<file path="src/rtl/fetch_pkg.sv">
// Shared types and constants for the instruction-fetch controller and its buffer.
package fetch_pkg;

    localparam int unsigned PC_STEP    = 4;
    localparam int unsigned IMEM_WORDS = 32;

    typedef enum logic [1:0] {
        IDLE = 2'd0,
        RUN  = 2'd1,
        HALT = 2'd2
    } fetch_state_t;

    typedef struct packed {
        logic [63:0] pc;
        logic [31:0] inst;
    } fetch_entry_t;

endpackage

</file>
<file path="src/rtl/fetch_buf.sv">
// Small synchronous circular FIFO of fetched {pc, inst} entries.
// Flush overrides push and pop; the head is read straight from the storage registers.
module fetch_buf
    import fetch_pkg::*;
#(
    parameter int unsigned DEPTH = 2,
    localparam int unsigned CW = $clog2(DEPTH + 1),
    localparam int unsigned PW = (DEPTH > 1) ? $clog2(DEPTH) : 1
) (
    input  logic          i_clk,
    input  logic          i_reset,
    input  logic          i_push,
    input  logic          i_pop,
    input  logic          i_flush,
    input  fetch_entry_t  i_wdata,
    output fetch_entry_t  o_head,
    output logic [CW-1:0] o_count
);

    fetch_entry_t  r_mem [DEPTH];
    logic [PW-1:0] r_rd;
    logic [PW-1:0] r_wr;
    logic [CW-1:0] r_count;
    logic          w_pop;
    logic          w_push;

    function automatic logic [PW-1:0] ptr_inc(input logic [PW-1:0] p);
        return (p == PW'(DEPTH - 1)) ? '0 : p + 1'b1;
    endfunction

    assign w_pop  = i_pop && (r_count != '0);
    assign w_push = i_push && ((r_count != CW'(DEPTH)) || w_pop);

    always_ff @(posedge i_clk) begin
        if (i_reset) begin
            r_rd    <= '0;
            r_wr    <= '0;
            r_count <= '0;
            for (int i = 0; i < int'(DEPTH); i++) begin
                r_mem[i] <= '0;
            end
        end else if (i_flush) begin
            r_rd    <= '0;
            r_wr    <= '0;
            r_count <= '0;
        end else begin
            if (w_push) begin
                r_mem[r_wr] <= i_wdata;
                r_wr        <= ptr_inc(r_wr);
            end
            if (w_pop) begin
                r_rd <= ptr_inc(r_rd);
            end
            r_count <= r_count + CW'(w_push) - CW'(w_pop);
        end
    end

    assign o_head  = r_mem[r_rd];
    assign o_count = r_count;

endmodule

</file>
<file path="src/rtl/imem_fetch_ctrl.sv">
// Fetch controller: owns the PC, reads the combinational instruction memory,
// and pushes {pc, inst} into a small buffer feeding decode.
module imem_fetch_ctrl #(
    parameter logic [63:0] RESET_PC   = 64'h0,
    parameter int unsigned IMEM_WORDS = fetch_pkg::IMEM_WORDS,
    parameter int unsigned BUF_DEPTH  = 2
) (
    input  logic        i_clk,
    input  logic        i_reset,
    input  logic        i_start,
    input  logic        i_redirect_valid,
    input  logic [63:0] i_redirect_pc,
    output logic [63:0] o_imem_addr,
    input  logic [31:0] i_imem_data,
    output logic        o_inst_valid,
    input  logic        i_inst_ready,
    output logic [31:0] o_inst,
    output logic [63:0] o_inst_pc,
    output logic        o_busy,
    output logic        o_fault
);
    import fetch_pkg::*;

    localparam int unsigned CW = $clog2(BUF_DEPTH + 1);

    fetch_state_t  r_state;
    fetch_state_t  w_state_nxt;
    logic [63:0]   r_pc;
    logic [CW-1:0] w_count;
    fetch_entry_t  w_head;
    fetch_entry_t  w_wdata;
    logic          w_pop;
    logic          w_in_range;
    logic          w_room;
    logic          w_push;
    logic          w_oor;

    assign o_imem_addr  = {2'b00, r_pc[63:2]};
    assign w_in_range   = r_pc[63:2] < 62'(IMEM_WORDS);
    assign o_inst_valid = (w_count != '0);
    assign w_pop        = o_inst_valid && i_inst_ready;
    assign w_room       = (w_count != CW'(BUF_DEPTH)) || w_pop;
    assign w_push       = (r_state == RUN) && !i_redirect_valid && w_in_range && w_room;
    assign w_oor        = (r_state == RUN) && !i_redirect_valid && !w_in_range;

    always_ff @(posedge i_clk) begin
        if (i_reset) begin
            r_state <= IDLE;
        end else begin
            r_state <= w_state_nxt;
        end
    end

    always_comb begin
        w_state_nxt = r_state;
        case (r_state)
            IDLE:    if (i_start)          w_state_nxt = RUN;
            RUN:     if (w_oor)            w_state_nxt = HALT;
            HALT:    if (i_redirect_valid) w_state_nxt = RUN;
            default:                       w_state_nxt = IDLE;
        endcase
    end

    // HALT is entered only through an out-of-range fetch, so it doubles as the fault flag.
    always_comb begin
        o_busy  = 1'b0;
        o_fault = 1'b0;
        case (r_state)
            RUN:     o_busy  = 1'b1;
            HALT:    o_fault = 1'b1;
            default: ;
        endcase
    end

    always_ff @(posedge i_clk) begin
        if (i_reset) begin
            r_pc <= RESET_PC;
        end else if (i_redirect_valid) begin
            r_pc <= i_redirect_pc & ~64'h3;
        end else if (w_push) begin
            r_pc <= r_pc + 64'(PC_STEP);
        end
    end

    assign w_wdata = '{pc: r_pc, inst: i_imem_data};

    fetch_buf #(
        .DEPTH (BUF_DEPTH)
    ) u_buf (
        .i_clk   (i_clk),
        .i_reset (i_reset),
        .i_push  (w_push),
        .i_pop   (w_pop),
        .i_flush (i_redirect_valid),
        .i_wdata (w_wdata),
        .o_head  (w_head),
        .o_count (w_count)
    );

    assign o_inst    = w_head.inst;
    assign o_inst_pc = w_head.pc;

endmodule

</file>
<file path="config.mk">
export PLATFORM = sky130hd
export DESIGN_NAME = imem_fetch_ctrl
export DESIGN_NICKNAME = d
export VERILOG_FILES = /design/src/rtl/fetch_pkg.sv /design/src/rtl/fetch_buf.sv /design/src/rtl/imem_fetch_ctrl.sv
export SDC_FILE = /design/constraint.sdc
export NUM_CORES = 1
export LEC_CHECK = 0
export ABC_CLOCK_PERIOD_IN_PS = 14140
export CAP_MARGIN = 20
export CORE_ASPECT_RATIO = 1.5
export CORE_MARGIN = 10
export CORE_UTILIZATION = 55
export DETAILED_ROUTE_END_ITERATION = 12
export DONT_BUFFER_PORTS = 1
export HOLD_SLACK_MARGIN = 0.12
export PLACE_DENSITY = 0.68
export SLEW_MARGIN = 10
export SYNTH_ARGS = -nofsm -noshare
export SYNTH_HDL_FRONTEND = slang
export SYNTH_HIERARCHICAL = 1
export SYNTH_SLANG_ARGS = --single-unit
</file>
<file path="constraint.sdc">
create_clock -name i_clk -period 14.14 [get_ports i_clk]
set_input_delay 2.828 -clock i_clk [delete_from_list [all_inputs] [get_ports i_clk]]
set_output_delay 2.828 -clock i_clk [all_outputs]
set_load 0.05 [all_outputs]
</file>
### After elaboration in Yosys (flattened, before gate mapping)

Memories as Yosys holds them, arrays and structs flattened. A register that Yosys moved wholly into a read port is not among the register bits.
Index checks and enable logic that the tools add are counted.

| word-level totals | value |
|---|---|
| register bits after elaboration | 70 |
| memory bits (writable) | 192 |
| input port bits | 101 |
| output and inout bits | 163 |
| logic and storage cells | 57 |
| memories | 1 |

| cells by class | value |
|---|---|
| $add $sub $neg | 5 |
| $lt $le $gt $ge | 1 |
| equal/unequal tests | 6 |
| multiplexer cells | 21 |
| reduce and logical (&&, ||, !) cells | 17 |

Memories:

| memory | depth | width | read ports | clocked after memory_dff | wr ports | line | text |
|---|---|---|---|---|---|---|---|
| u_buf.r_mem | 2 | 96 | 1 | 1 | 2 | fetch_buf.sv:20 | `fetch_entry_t r_mem [DEPTH];` |

Operator list:

| operator | count |
|---|---|
| 64-bit 2-to-1 mux | 2 |
| 96-bit 2-to-1 mux | 1 |
| 96-bit OR reduction | 1 |
| 64-bit by 3-bit adder with 64-bit output (second input constant) | 1 |
| 62-bit by 6-bit < comparator with 1-bit output (second input constant) | 1 |
| 1-bit 2-to-1 mux | 14 |
| 2-bit inequality test (second input constant) | 4 |
| 1-bit logical AND | 7 |
| 2-bit 2-to-1 mux | 3 |
| 2-bit one-hot mux with 3 select lines | 1 |
| 2-bit nonzero test | 2 |
| 3-bit AND reduction | 1 |
| 1-bit adder (second input constant) | 2 |
| 2-bit by 1-bit adder with 2-bit output | 1 |
| 2-bit by 1-bit == test with 1-bit output (second input constant) | 1 |
| 2-bit == test (second input constant) | 1 |
| 1-bit zero test | 2 |
| 2-bit zero test | 1 |
| 1-bit logical OR | 2 |
| 2-bit OR reduction | 1 |
| 2-bit by 1-bit subtractor with 2-bit output | 1 |

### Depth between registers and ports, before layout

| logic depth | value |
|---|---|
| depth in word-level cells | 11 |
| depth in mapped cells | 10 |
| gate-level depth less buffers | 9 |

### Hierarchy

The synthesis kept the hierarchy.

By module, submodules not included:

| module | instances | cells an instance | area an instance (um2) | seq. area each (um2) |
|---|---|---|---|---|
| fetch_buf | 1 | 539 | 8,595.7 | 5,865.6 |
| imem_fetch_ctrl | 1 | 262 | 2,576.2 | 1,281.2 |

### Worst setup path after synthesis

No wires, ideal clock.

| path | value |
|---|---|
| path type | input-to-reg |
| from | input port i_redirect_valid |
| to | memory u_buf/r_mem[1][0] (netlist name) (enable) |
| setup time | 0.461 ns |
| arrival time | 6.321 ns |
| required time | 13.679 ns |
| path slack | 7.359 ns |
| stages on the path | 8 |
| buffers on the path | 5 |
| path through | clkbuf_1 > clkbuf_1 > buf_1 > nor3_1 > and4b_1 > buf_6 > buf_6 > or2_1 |

RTL lines:

| element | line | text |
|---|---|---|
| start, declared | imem_fetch_ctrl.sv:11 | `input logic i_redirect_valid,` |
| end, declared | fetch_buf.sv:20 |  |

==> results_dict.tcl <==
set metrics [dict create \
    hp-start "r_state[0]$_SDFFE_PP0P_" \
    fin_crit_sh_pct 43.2 \
    drt_iter0_drc 287 \
    async_flop_share_pct 0 \
    drtAntennaViolNets 0 \
    maxSlewViolCount 0 \
    hold_viol_final 0 \
    routed_wl_mm 24.9 \
    setup_viol 0 \
    gp_congestion 0.770 \
    rr_endpoint "u_buf/r_mem[0][1]$_SDFFCE_PN0P_" \
    required_ns 14.28 \
    cpPeakStageDelay_ns 0.71 \
    hold_path_class "flop to flop" \
    ctsResizeCount 0 \
    p_leak_uw 0.00461 \
    hpwlAfterDp_mm 16.7 \
    r2r_start "r_pc[54]$_SDFFE_PP0P_" \
    slew_headroom_pct 27.9 \
    avgRoutedWirePerCell_um 23.3 \
    first_pass_iters 4 \
    num_vias 5980 \
    crit_path_top_delay_cell "buf_4" \
    fp.dieW_um 136 \
    irDropWorstVdd_uv 102 \
    yosysWarnings 6 \
    whs_path_depth 1 \
    power.total_uw 1610 \
    start_util_pct 56.2 \
    final_cell_area_mm2 0.0121 \
    post_dp_cell_area_mm2 0.0113 \
    io_pins 264 \
    worst_pin_slew_ns 1.08 \
    outcome "finished, final reports clean" \
    rsz0062_at_grt "no" \
    yosys.area.top_type "edfxtp_1" \
    critical_path_class "input port to flop" \
    drv_cap 0 \
    synth_edf_count 192 \
    cp.buffers_inverters 3 \
    cts_root_buffer "clkbuf_16" \
    cts_tree "done" \
    cts.sinks 261 \
    crit_chain "nor2_1 > a21boi_1 > inv_1 > nor3_1 > nor4bb_4 > buf_4 > or2_4 > buf_4" \
    route.detailed.drc 0 \
    crit_family "buffers and inverters" \
    ys.flop_type "edfxtp_1" \
    clk_pin_slew_ns 0.06 \
    skew_ns 0.0151 \
    netlist_top_cells_area "edfxtp_1 (52%), dfxtp_1 (12%), mux2_2 (9.7%)" \
    cts_buffer_depth 3 \
    groute.usage.overall_pct 18.1 \
    netlist_instances 801 \
    areaGrowthSynthToFinish_pct 7.93 \
    crit_path_end_kind "flop" \
    hold_buffers 0 \
    fp.dieArea_mm2 0.0265 \
    reg2reg_slack_ns 8.95 \
    antenna_found_initial 1 \
    avgViaCountPerCell 5.60 \
    clock.fmax_mhz 164 \
    insertion_delay_ns 0.51 \
    syn_area_mm2 0.0112 \
    core_area_mm2 0.0199 \
    ys_seq_area_share_pct 64.0 \
    crit_path_max_fanout 98 \
    syn_avg_cell_area_um2 13.9 \
    grt_start_max_net_pins 99 \
    min_period_ns 6.11 \
    rr_worst_depth 8 \
    power_density_mw_per_mm2 134 \
    synth.top_cell.area_share_pct 51.6 \
    post_cts_buffers 0 \
    hold_path_end "r_state[0]$_SDFFE_PP0P_" \
    setup_tns_ns 0 \
    portBuffers 0 \
    cp_common_cell "buf_4" \
    rows 63 \
    grt_pass1_vias 6286 \
    grt_overflow 0 \
    cts_buffers 25 \
    drive_gt1_share_pct 21.9 \
    ys_types 49 \
    grt_pass1_wl_mm 37.9 \
    critPathLaunchType "input port" \
    die_h_um 195 \
    cp_data_arrival_time_ns 6.25 \
    ys_ff_latch 261 \
    ctsHtreeMaxLevel 1 \
    nNetsFinal 893 \
]
-- cells by family (layout without fill, tap and decap cells) --
| kind of cell | after synthesis | after routing | synth area share [%] |
|---|---|---|---|
| AOI/OAI and AO/OA | 21 | 21 | 1.43 |
| xor gates and xnor gates | 3 | 3 | 0.235 |
| adders and majority gates | 3 | 3 | 0.336 |
| buffers and inverters | 59 | 60 | 2.86 |
| DFF | 261 | 261 | 64.0 |
| muxes | 152 | 152 | 14.7 |
| other | 1 | 7 | 0.0336 |
| and+or+nand+nor | 301 | 301 | 16.4 |
-- stage by stage --
step	setup WS, ns	cells	utilization, %	hold slack (ns)
after floorplan	7.36	806	-	0.441
after global placement	7.51	1020	56.8	0.488
after detailed placement	7.46	1020	56.8	0.515
after CTS	7.99	1065	60.6	0.529
after global routing	7.61	1067	60.7	0.555
final	8.03	1068	60.7	0.525
-- sequential cells by signal, summed over array words and instances (netlist names), named ones only --
name           flops
r_pc              62
r_state            2
u_buf/o_count      2
u_buf/r_mem      192
u_buf/r_rd         1
u_buf/r_wr         1
-- layer usage --
metal / GRT usage (%) / vias up / routed length [µm]
met5: 0 / - / 0
met2: 31.9 / 197 / 13000
li1: - / 2809 / -
met3: 7.18 / 27 / 2540
met1: 19.9 / 2947 / 8960
met4: 4.06 / 0 / 386
-- cell type report --
class	count	area (µm²)
Antenna cell	1	2.50
Clock buffer	37	711
Tap cell	260	325
Clock inverter	8	35.0
Fill cell	1551	7810
Inverter	8	30.0
Multi-Input combinational cell	486	3750
Sequential cell	261	7150
Timing Repair Buffer	7	55.1
-- synthesized netlist by cell type, types with 2 or more instances --
master,instances
mux2i_1,56
buf_4,3
clkbuf_1,15
ha_1,3
nand2_1,2
and2_4,30
dfxtp_1,69
xnor2_1,3
nor2_1,61
a2111oi_0,2
o21a_1,2
edfxtp_1,192
nor4b_1,2
o21ai_0,3
clkbuf_2,7
buf_1,4
nor4_1,11
nor2b_1,3
nor3_1,6
buf_2,14
buf_6,8
nand4_1,5
a311oi_1,3
and2_1,165
a21oi_1,2
or2_2,2
nor4_2,3
mux2_2,96
inv_1,8
and3_1,2
-- cells in the final DEF (no fill, tap or decap), types with 2 or more instances in the layout --
cell type | netlist | routed
a21oi_1 | 2 | 2
nor4_2 | 3 | 3
a2111oi_0 | 2 | 2
nand2_1 | 2 | 2
buf_4 | 3 | 5
nand4_1 | 5 | 5
o21a_1 | 2 | 2
and2_4 | 30 | 30
and2_1 | 165 | 165
conb_1 | 1 | 6
clkbuf_1 | 15 | 9
xnor2_1 | 3 | 3
nor2_1 | 61 | 61
nor4b_1 | 2 | 2
clkinv_2 | 0 | 4
nor2b_1 | 3 | 3
a311oi_1 | 3 | 3
edfxtp_1 | 192 | 192
and3_1 | 2 | 2
or2_4 | 0 | 2
clkbuf_16 | 0 | 25
nor3_1 | 6 | 6
clkinv_1 | 0 | 4
mux2_2 | 96 | 96
ha_1 | 3 | 3
inv_1 | 8 | 8
nor4_1 | 11 | 11
clkbuf_8 | 0 | 5
o21ai_0 | 3 | 3
mux2i_1 | 56 | 56
dfxtp_1 | 69 | 68
-- worst max path at each step --
stage / from / to / slack [ns] / cells after the start
2_1_floorplan: i_redirect_valid / u_buf/r_mem[1][0]$_SDFFCE_PN0P_ / 7.36 / 8
3_3_place_gp: i_inst_ready / u_buf/r_mem[0][19]$_SDFFCE_PN0P_ / 7.51 / 8
3_5_place_dp: i_inst_ready / u_buf/r_mem[0][3]$_SDFFCE_PN0P_ / 7.46 / 8
4_1_cts: i_inst_ready / u_buf/r_mem[0][21]$_SDFFCE_PN0P_ / 7.99 / 8
5_1_grt: i_inst_ready / u_buf/r_mem[0][1]$_SDFFCE_PN0P_ / 7.61 / 8
6_report: i_inst_ready / u_buf/r_mem[0][1]$_SDFFCE_PN0P_ / 8.03 / 8
-- power by group --
group	total [µW]	internal, µW	switching [µW]
logic	93.1	24.8	68.3
registers	909	849	59.8
clock network	613	346	267
Note: power is estimated with default switching activity, not from simulation.
